File: config.mk
export PLATFORM = sky130hd
export DESIGN_NAME = multi_cycle_controller
export DESIGN_NICKNAME = d
export VERILOG_FILES = /design/src/rtl/multi_cycle_controller.sv
export SDC_FILE = /design/constraint.sdc
export NUM_CORES = 1
export LEC_CHECK = 0
export BUFFER_PORTS_ARGS = -buffer_cell sky130_fd_sc_hd__clkbuf_2
export CAP_MARGIN = 10
export CORE_MARGIN = 8
export CORE_UTILIZATION = 29
export DETAILED_ROUTE_END_ITERATION = 10
export PLACE_DENSITY = 0.59
export SLEW_MARGIN = 0
export SYNTH_ARGS = -nofsm -noshare
export SYNTH_HDL_FRONTEND = slang
export SYNTH_SLANG_ARGS = --single-unit
export TNS_END_PERCENT = 10
File: constraint.sdc
create_clock -name clk -period 1.4 [get_ports clk]
set_input_delay 0.28 -clock clk [delete_from_list [all_inputs] [get_ports clk]]
set_output_delay 0.28 -clock clk [all_outputs]
set_load 0.1 [all_outputs]
File: src/rtl/multi_cycle_controller.sv
// multi_cycle_controller
// Main control FSM for the multi-cycle RV32I-subset datapath. Each
// instruction walks through FETCH, DECODE and then an opcode-specific
// sequence of execute, memory and writeback states. The FSM drives the
// datapath mux selects and write enables. It also produces the 2-bit
// ALU_op that the downstream ALU decoder combines with f3/f7.
//
// Ports:
//   clk         system clock, rising edge
//   rst         synchronous active-high reset (forces FETCH)
//   op[6:0]     opcode from the instruction register
//   f3[2:0]     funct3 from the instruction register (branch resolution)
//   zero, lt    ALU flags, consumed only in the BRANCH cycle
//   PC_write    load PC from the result bus
//   adr_src     memory address select: 0 = PC, 1 = result bus
//   mem_write   data memory write enable
//   IR_write    latch instruction and old_PC
//   reg_write   register file write enable
//   result_src  00 ALU_out, 01 mem data, 10 ALU result, 11 immext
//   ALU_src_A   00 PC, 01 old_PC, 10 rs1
//   ALU_src_B   00 rs2, 01 immext, 10 constant 4
//   ALU_op      00 add, 01 sub, 10 R-type, 11 I-type
//   imm_src     000 I, 001 S, 010 B, 011 J, 100 U
//   illegal     one-cycle pulse in DECODE on an unsupported opcode
//   dbg_state   current FSM state, for observation only
// There are no handshakes: the controller advances one state per cycle.
module multi_cycle_controller (
   input  logic       clk,
   input  logic       rst,
   input  logic [6:0] op,
   input  logic [2:0] f3,
   input  logic       zero,
   input  logic       lt,
   output logic       PC_write,
   output logic       adr_src,
   output logic       mem_write,
   output logic       IR_write,
   output logic       reg_write,
   output logic [1:0] result_src,
   output logic [1:0] ALU_src_A,
   output logic [1:0] ALU_src_B,
   output logic [1:0] ALU_op,
   output logic [2:0] imm_src,
   output logic       illegal,
   output logic [3:0] dbg_state
);

   localparam logic [6:0] OP_R     = 7'b0110011;
   localparam logic [6:0] OP_I     = 7'b0010011;
   localparam logic [6:0] OP_LW    = 7'b0000011;
   localparam logic [6:0] OP_SW    = 7'b0100011;
   localparam logic [6:0] OP_BR    = 7'b1100011;
   localparam logic [6:0] OP_JAL   = 7'b1101111;
   localparam logic [6:0] OP_JALR  = 7'b1100111;
   localparam logic [6:0] OP_LUI   = 7'b0110111;

   typedef enum logic [3:0] {
      S_FETCH     = 4'd0,
      S_DECODE    = 4'd1,
      S_MEM_ADR   = 4'd2,
      S_MEM_READ  = 4'd3,
      S_MEM_WB    = 4'd4,
      S_MEM_WRITE = 4'd5,
      S_EXEC_R    = 4'd6,
      S_EXEC_I    = 4'd7,
      S_ALU_WB    = 4'd8,
      S_JALR      = 4'd9,
      S_JAL       = 4'd10,
      S_BRANCH    = 4'd11,
      S_LUI       = 4'd12
   } state_t;

   state_t r_state;
   state_t w_next_state;
   logic   w_taken;

   always_ff @(posedge clk) begin
      if (rst) begin
         r_state <= S_FETCH;
      end else begin
         r_state <= w_next_state;
      end
   end

   assign dbg_state = r_state;

   // Branch resolution; unsupported funct3 values never branch.
   always_comb begin
      w_taken = 1'b0;
      case (f3)
         3'b000:  w_taken = zero;
         3'b001:  w_taken = ~zero;
         3'b100:  w_taken = lt;
         3'b101:  w_taken = ~lt;
         default: w_taken = 1'b0;
      endcase
   end

   always_comb begin
      w_next_state = S_FETCH;
      PC_write     = 1'b0;
      adr_src      = 1'b0;
      mem_write    = 1'b0;
      IR_write     = 1'b0;
      reg_write    = 1'b0;
      result_src   = 2'b00;
      ALU_src_A    = 2'b00;
      ALU_src_B    = 2'b00;
      ALU_op       = 2'b00;
      imm_src      = 3'b000;
      illegal      = 1'b0;

      // Immediate format follows the opcode in every state.
      case (op)
         OP_LW, OP_I, OP_JALR: imm_src = 3'b000;
         OP_SW:                imm_src = 3'b001;
         OP_BR:                imm_src = 3'b010;
         OP_JAL:               imm_src = 3'b011;
         OP_LUI:               imm_src = 3'b100;
         default:              imm_src = 3'b000;
      endcase

      case (r_state)
         S_FETCH: begin
            IR_write     = 1'b1;
            ALU_src_A    = 2'b00;
            ALU_src_B    = 2'b10;
            result_src   = 2'b10;
            PC_write     = 1'b1;
            w_next_state = S_DECODE;
         end
         S_DECODE: begin
            // ALU_out captures old_PC + imm as a speculative target.
            ALU_src_A = 2'b01;
            ALU_src_B = 2'b01;
            case (op)
               OP_LW, OP_SW: w_next_state = S_MEM_ADR;
               OP_R:         w_next_state = S_EXEC_R;
               OP_I:         w_next_state = S_EXEC_I;
               OP_BR:        w_next_state = S_BRANCH;
               OP_JAL:       w_next_state = S_JAL;
               OP_JALR:      w_next_state = S_JALR;
               OP_LUI:       w_next_state = S_LUI;
               default: begin
                  w_next_state = S_FETCH;
                  illegal      = 1'b1;
               end
            endcase
         end
         S_MEM_ADR: begin
            ALU_src_A    = 2'b10;
            ALU_src_B    = 2'b01;
            w_next_state = (op == OP_LW) ? S_MEM_READ : S_MEM_WRITE;
         end
         S_MEM_READ: begin
            adr_src      = 1'b1;
            w_next_state = S_MEM_WB;
         end
         S_MEM_WB: begin
            result_src   = 2'b01;
            reg_write    = 1'b1;
            w_next_state = S_FETCH;
         end
         S_MEM_WRITE: begin
            adr_src      = 1'b1;
            mem_write    = 1'b1;
            w_next_state = S_FETCH;
         end
         S_EXEC_R: begin
            ALU_src_A    = 2'b10;
            ALU_src_B    = 2'b00;
            ALU_op       = 2'b10;
            w_next_state = S_ALU_WB;
         end
         S_EXEC_I: begin
            ALU_src_A    = 2'b10;
            ALU_src_B    = 2'b01;
            ALU_op       = 2'b11;
            w_next_state = S_ALU_WB;
         end
         S_ALU_WB: begin
            reg_write    = 1'b1;
            w_next_state = S_FETCH;
         end
         S_JALR: begin
            // Overwrite ALU_out with rs1 + imm, then reuse the JAL state.
            ALU_src_A    = 2'b10;
            ALU_src_B    = 2'b01;
            w_next_state = S_JAL;
         end
         S_JAL: begin
            // PC takes the target from ALU_out while the ALU forms the
            // link value old_PC + 4 for the following writeback.
            PC_write     = 1'b1;
            ALU_src_A    = 2'b01;
            ALU_src_B    = 2'b10;
            w_next_state = S_ALU_WB;
         end
         S_BRANCH: begin
            ALU_src_A    = 2'b10;
            ALU_src_B    = 2'b00;
            ALU_op       = 2'b01;
            PC_write     = w_taken;
            w_next_state = S_FETCH;
         end
         S_LUI: begin
            result_src   = 2'b11;
            reg_write    = 1'b1;
            w_next_state = S_FETCH;
         end
         default: begin
            w_next_state = S_FETCH;
         end
      endcase

      // A reset cycle must not commit any architectural state.
      if (rst) begin
         PC_write  = 1'b0;
         IR_write  = 1'b0;
         mem_write = 1'b0;
         reg_write = 1'b0;
      end
   end

endmodule

==> impl.org, run 1 <==
** Worst setup path
- Source of the worst register-to-register timing path :: dbg_state[1]$_SDFF_PP0_
- Of all nets on the critical path, the largest fanout is 2.
- Cells traversed along the worst timing path :: nand2b_4 > or4_4 > a21oi_4 > buf_12
- Beginning of the critical path :: dbg_state[1]$_SDFF_PP0_
- Nature of the critical path startpoint :: flip-flop
- Largest stage delay on the critical path :: 0.49 ns
- The worst register-to-register path has a depth of 4.
- At the worst endpoint, the required time is about 1.1 ns.
- The worst setup path is of the reg -> out kind.
- Worst path arrival time :: 1.55 ns
- Type of element capturing the critical path :: primary output
- The slowest stage of the critical path is the or4_4 cell.

** Status
- The flow ran to the end, but the final reports show violations.
- Failing checks :: setup timing

** Route
- Routed via count :: around 930
- In this run, the number of DRC markers left after iteration 0 of detailed routing was 22.
- Dividing the detail-routed via count by the number of cells gives 5.144.
- The pre-antenna-repair detailed-routing pass consisted of 4 iterations.
- Summed over all layers, the routed wires come to 2.717 mm.
- Routed Antenna Nets :: 0
- After detailed routing, the number of remaining DRC violations is 0.
- Wirelength per Cell :: approximately 15 um

** Floorplanning
- The initial utilization of the core area, before any placement, comes to 0.3005.
- The floorplan has 17 rows.
- Die area :: 4021 um^2
- Core Region :: roughly 2200 um^2
- The floorplan step set the die width to between 60 and 70 um.
- The floorplan step set the die height to ~63 um.
- Top Ports :: 35

** Cells and area
- Filler Cells Inserted :: 140
- Utilization after layout :: 0.7520
- The final layout contains roughly 170 nets.
- The area growth from synthesis to layout is 150.3%.
- The register with the most flip-flops in the layout has 4 of them.
- Share of layout cells above drive strength 1 :: 0.6667
- After routing the design area is between 1500 and 2000 um^2.
- The number of antenna diodes in the final layout is 0.

** Timing
- Slew at the pin with the worst max-slew slack :: 0.2888 ns
- In the finished design, the share of the clock period the worst path needs comes to 1.309.
- Period minus WS final :: 1.833 ns
- Final number of max-transition violations :: 0
- On the final layout, the worst hold slack is roughly 0.39 ns.
- Max-slew headroom :: 0.8060
- Clock skew on the completed layout was measured at roughly 0.0049 ns.
- Setup repair after global routing missed its margin :: true
- After layout, the worst setup slack is -0.4331 ns.
- Summed over all failing endpoints, the final setup total negative slack is -4.618 ns.
- Timing would allow up to around 550 MHz.
- Setup violations remaining at the end of the flow were counted as 18.
- Final hold viol count :: 0

** Synthesis
- Adder and majority gate portion of the synthesized area :: 0
- For this run, the number of Yosys warnings is 0.
- Count of flip-flops with a built-in enable after synthesis :: 0
- Mux share of post-synthesis cell area :: 0.01536
- The compound-cell area share of the yosys netlist came to 0.2169.
- Post-synthesis net count :: around 110
- Most instantiated flip-flop cell in the synthesis netlist :: dfxtp_1
- Syn avg cell area :: just under 7 um^2
- After synthesis the cells add up to approximately 650 um^2.
- Post-synthesis async set-or-reset flop share :: 0
- Cells after Synth :: 94
- After synthesis, the largest family of logic cells by area is simple AND/OR/NAND/NOR gates.
- Of the total synthesized cell area, the portion taken by XOR and XNOR cells is 0.06718.
- In this run, synthesis produced a sequential element count of 4.
- Fraction of the mapped netlist area in simple logic gates :: 0.4760
- Register area share after synthesis :: 0.1228
- Counting distinct cell types in the post-synthesis netlist gives 40.

** Power and ir drop
- Power Total :: about 0.81 mW
- The share of total power dissipated in sequential elements is 0.145.
- The share of total power dissipated in combinational logic is 0.650.
- Net switching fraction of the power :: 0.4616
- In this run the power density over the cells is approximately 500 nW/um^2.
- The internal power of the cells totals between 0.4 and 0.5 mW.
- Worst vdd ir :: about 0.38 mV
- Psw :: 0.3757 mW
- Leakage power of the design :: approximately 0.66 nW
- Clock power share :: 0.204

** Flow run
- Max Cap Violations :: 0

** Clocking
- Clock transition at the registers of the reported paths :: approximately 0.040 ns
- Buffers inserted during post-CTS setup optimization :: 0
- Maximum count of clock buffers along a single path :: 2
- Later-pin clock latency in the skew report :: roughly 0.25 ns
- TritonCTS built the clock tree.
- In this run the number of H-tree levels came out at 1.
- Number of clock sinks :: 4
- Counting the buffers created by CTS gives 3.
- Clock root buffer :: clkbuf_4

** Global route
- Largest net degree at the start of global routing :: 11
- The first global-routing pass estimated ~4.5 mm of wire.
- Grt total ovfl :: 0
- Overall fraction of global-route tracks in use :: 0.1379
- Number of antenna violations at the first check in global routing :: 0
- The number of global-route vias before repair came to approximately 960.

** Place
- In this run the tool buffered the top-level ports with 34 buffer cells.
- Summed over all nets, the half-perimeter wirelength after detailed placement is between 2 and 2.5 mm.
- Routability-driven placement finished with a final weighted congestion of between 0.8 and 0.9.
- Cell area reported after detailed placement :: ~1500 um^2

** Hold path
- Source of the worst hold timing path :: rst
- Hold Crit Class :: in -> reg
- Counting instances, the worst hold path has a depth of 3.
## layout make-up
class / instances / area [um^2] / share of cell area
flip-flops and latches: 4 / 92.59 / 0.05675
repair buffers: 64 / 745.7 / 0.4571
multi-input cells: 80 / 728.2 / 0.4463
well taps: 28 / 35.03 / 0.02147
inverters: 1 / 3.754 / 0.002301
clock buffers: 4 / 26.28 / 0.01610
## layout by cell type (no fill, tap or decap), types with 2 or more instances in the layout
cell and n:
clkbuf_4 3, a21oi_1 2, nor3b_1 2, nand2_1 8, or4_4 2, nor2_1 7
nand3_1 2, nor2b_4 3, nor4_4 2, buf_12 22, xnor2_1 3, a21oi_4 2
buf_8 3, clkbuf_2 13, nand2b_4 2, nor2b_1 3, and2b_1 2, or3_4 2
o21ai_0 4, nor3_1 3, buf_4 26, nor3_4 5, dfxtp_4 3
## routing by layer
layer | part of all wire | track usage | vias up
met2 | 0.56 | 0.2598 | 29
met5 | 0 | 0 | -
met3 | 0.042 | 0.03887 | 6
li1 | - | - | 463
met1 | 0.37 | 0.1332 | 433
met4 | 0.026 | 0.06685 | 0
## worst max-delay path, delay by kind of cell, from the launching register on
| kind | cells | cell delay [ns] |
|---|---|---|
| AOI/OAI and AO/OA | 1 | 0.15 |
| buffers and inverters | 1 | 0.18 |
| DFF | 1 | 0.33 |
| and+or+nand+nor | 2 | 0.63 |
## synthesized netlist by cell type (2+ instances only)
cell / count / share of area
nand2_1: 8 / 0.046
nor2_1: 8 / 0.046
nor3_1: 8 / 0.061
a21oi_1: 5 / 0.038
buf_2: 5 / 0.038
nor2b_1: 5 / 0.048
dfxtp_1: 4 / 0.12
o21ai_0: 4 / 0.031
buf_6: 3 / 0.052
nor3b_1: 3 / 0.035
nor4_1: 3 / 0.029
or3_1: 3 / 0.029
xnor2_1: 3 / 0.040
a211oi_1: 2 / 0.023
and2b_1: 2 / 0.023
nand3_1: 2 / 0.015
or4_1: 2 / 0.023
xor2_1: 2 / 0.027
## kinds of logic after synthesis
kind of cell,after synthesis
mux,1
buf+inv,10
flops,4
simple gates,53
xor+xnor,5
compound gates,21
## power groups by stage
stage | sequential (mW) | clock (mW) | combinational (mW)
after floorplan | 0.143 | 0 | 0.287
after global placement | 0.120 | 0 | 0.508
after detailed placement | 0.120 | 0 | 0.515
after CTS | 0.118 | 0.173 | 0.527
after global routing | 0.119 | 0.183 | 0.554
final | 0.118 | 0.166 | 0.529
## through the flow
stage	cells	setup WS, ns
floorplan	94	-1.058
global placement	177	-0.2354
detailed placement	177	-0.2480
CTS	181	-0.4423
global route	181	-0.4716
finish	181	-0.4331
## timing repair
action	CTS	global route
pin swaps	4	2
endpoints found under the setup margin	20	20
hold buffers	0	0
gates resized for setup	19	6
## path summary, 6_finish.rpt
path	endpoint	slack [ns]
worst min register to register	dbg_state[1]$_SDFF_PP0_	0.64
worst min-delay path	dbg_state[1]$_SDFF_PP0_	0.39
worst max register to register	dbg_state[0]$_SDFF_PP0_	0.01
worst max-delay path	illegal	-0.43
Note: power is estimated with default switching activity, not from simulation.
==> inputs of run 2 (changes only) <==
CORE_MARGIN = 3   (was 8)
PLACE_DENSITY = 0.57   (was 0.59)
clock period = 2.36 ns   (was 1.4 ns; I/O delays follow)
==> impl.org, run 2 (same netlist as run 1, synthesis figures left out) <==
** Status
- The run finished with clean final reports.

** Clocking
- The number of clock buffers added by TritonCTS is 3.
- Clock root buffer :: clkbuf_4
- Hold-fix buffer count after cts :: 0
- Gates resized, CTS repair :: 0
- Clock transition at the registers of the reported paths :: about 0.04 ns
- Later-pin clock latency in the skew report :: roughly 0.23 ns
- No sink is reached through more buffers than the 2 on the longest clock path.
- Buffers inserted during post-CTS setup optimization :: 0
- Total number of H-tree levels :: 1
- Number of clock sinks :: 4
- CTS tree :: built

** Cells and area
- Utilization after layout :: 0.5539
- Most common cell after layout, fill and taps aside :: clkbuf_2
- Share of layout cells above drive strength 1 :: 0.5079
- The register with the most flip-flops in the layout has 4 of them.
- Synth-to-layout area growth :: 73.51%
- Total area of multi-input combinational cells :: around 670 um^2
- Most frequent cells in the layout :: clkbuf_2, nand2_1, nor2_1, buf_12, buf_4
- The net count of the finished layout is around 140.
- Cell Count, Final, Fillers Out :: between 150 and 200
- Sequential cell area in the final layout :: 90.09 um^2
- Fill cells in the final layout number 213.
- After routing the design area is about 1100 um^2.
- The number of antenna diodes in the final layout is 0.

** Worst setup path
- Following the worst setup path forward leads to its endpoint at illegal.
- Broken down by cell family, the worst path's largest delay share belongs to simple AND/OR/NAND/NOR gates.
- Reg2Reg Capture Point :: dbg_state[1]$_SDFF_PP0_
- Type of element capturing the critical path :: primary output
- STA classifies the critical path startpoint as a flip-flop.
- Data on the critical path arrives at its endpoint at 1.73 ns.
- The critical path starts at dbg_state[1]$_SDFF_PP0_.
- The critical path goes through nand2b_4 > or4_1 > a21oi_4 > buf_12.
- The number of buffers and inverters on the critical path is 1.
- Critical-path cell with the highest stage delay :: or4_1
- R2R cell count :: 4
- Largest stage delay on the critical path :: roughly 0.52 ns
- The worst register-to-register path has a setup slack of ~1 ns.
- The worst setup path is of the reg -> out kind.
- Req. time, crit path :: around 1.9 ns
- The startpoint identified for the worst register-to-register timing path is dbg_state[0]$_SDFF_PP0_.
- Counting buffers and inverters, the worst setup path is 4 cells deep.
- Of all nets on the critical path, the largest fanout is 19.

** Floorplanning
- From bottom edge to top edge, the die measures between 50 and 60 um.
- In this run the count of I/O pins placed on the die edge is 35.
- For this configuration, the core starts out at a cell density of 0.3192.
- Number of cell rows :: 16
- The die covers 2853 um^2.
- The floorplan step set the die width to 53.41 um.
- The total area inside the core boundary comes to between 2000 and 2500 um^2.

** Global route
- Overall fraction of global-route tracks in use :: 0.1384
- Largest net degree at the start of global routing :: 20
- Grt total ovfl :: 0
- The first global-routing pass estimated 3.022 mm of wire.
- Number of antenna violations at the first check in global routing :: 0
- The number of global-route vias before repair is around 700.

** Place
- At the end of routability-driven placement, the weighted congestion stood at about 0.82.
- Post-detail-place hpwl :: approximately 1.4 mm
- After detailed placement, the total cell area comes to 1105 um^2.
- Number of placed instances, taps included :: between 100 and 150
- Port Buffers :: 34

** Timing
- Number of setup violations in the final report :: 0
- Setup repair after global routing missed its margin :: false
- Hold_ws :: between 0.5 and 0.6 ns
- Final number of max-transition violations :: 0
- The final number of hold-violating endpoints is 0.
- Between clock sinks in the finished design, the worst skew comes to roughly 0.0057 ns.
- Slew at the pin with the worst max-slew slack :: 0.5495 ns
- For the finished layout, the period the worst path requires is 2.204 ns.
- Fraction of the cycle the final worst path needs :: 0.9337
- Headroom to the max-slew limit came out at 0.6352.
- Maximum clock frequency :: 453.8 MHz

** Route
- Routed Antenna Nets :: 0
- After detailed routing, the number of remaining DRC violations is 0.
- Detailed-router iteration count before antenna repair :: 4
- Drt total wl :: between 1.5 and 2 mm
- In this run, the number of DRC markers left after iteration 0 of detailed routing was 9.
- In the final routed layout, each cell accounts on average for between 10 and 15 um.
- Routed via count :: between 700 and 800
- After detailed routing, the number of vias per cell comes to ~5.1.

** Flow run
- Max Cap Violations :: 0

** Hold path
- The path class of the tightest hold or removal check is in -> reg.

** Power and ir drop
- Dividing total power by cell area gives a power density of roughly 370 nW/um^2.
- For this design the static power due to leakage is 0.4513 nW.
- Worst vdd ir :: between 0.2 and 0.3 mV
-- run 2: worst min-delay path: cells and delay by family --
kind            cells  cell delay, ns
compound gates      2            0.15
buf+inv             1            0.10
-- run 2: how the worst min path moves through the flow --
stage,endpoint,cells past startpoint,start
after floorplan,dbg_state[1]$_SDFF_PP0_,1,rst
after global placement,dbg_state[1]$_SDFF_PP0_,2,dbg_state[3]$_SDFF_PP0_
after detailed placement,dbg_state[1]$_SDFF_PP0_,2,dbg_state[3]$_SDFF_PP0_
after CTS,dbg_state[1]$_SDFF_PP0_,3,op[1]
after global routing,dbg_state[1]$_SDFF_PP0_,2,rst
final,dbg_state[1]$_SDFF_PP0_,3,op[1]
-- run 2: cell type report --
cell class | count | area share
Clock buffer | 4 | 0.02323
Inverter | 1 | 0.003319
Multi-Input combinational cell | 80 | 0.5940
Sequential cell | 4 | 0.07965
Tap cell | 27 | 0.02987
Timing Repair Buffer | 37 | 0.2699
-- run 2: stage by stage --
stage / worst slack, ns / TNS [ns] / total power, mW
final: 0.1564 / 0 / 0.4143
after global routing: 0.05712 / 0 / 0.4427
after CTS: 0.1370 / 0 / 0.4193
after detailed placement: 0.2942 / 0 / 0.3238
after global placement: 0.3050 / 0 / 0.3239
after floorplan: -0.3442 / -0.9900 / 0.2576
-- run 2: power breakdown --
| group | switching (mW) | internal [mW] |
|---|---|---|
| registers | 0.00690 | 0.0681 |
| logic | 0.165 | 0.0816 |
| clock network | 0.0290 | 0.0635 |
| total | 0.201 | 0.213 |
-- run 2: metal layers --
metal | vias up | routed length (um) | track usage | share of wire
li1 | 405 | - | - | -
met1 | 357 | 785 | 0.1923 | 0.45
met2 | 21 | 858 | 0.2102 | 0.49
met3 | 0 | 111 | 0.03944 | 0.063
met4 | 0 | 0 | 0.02553 | 0
met5 | - | 0 | 0 | 0
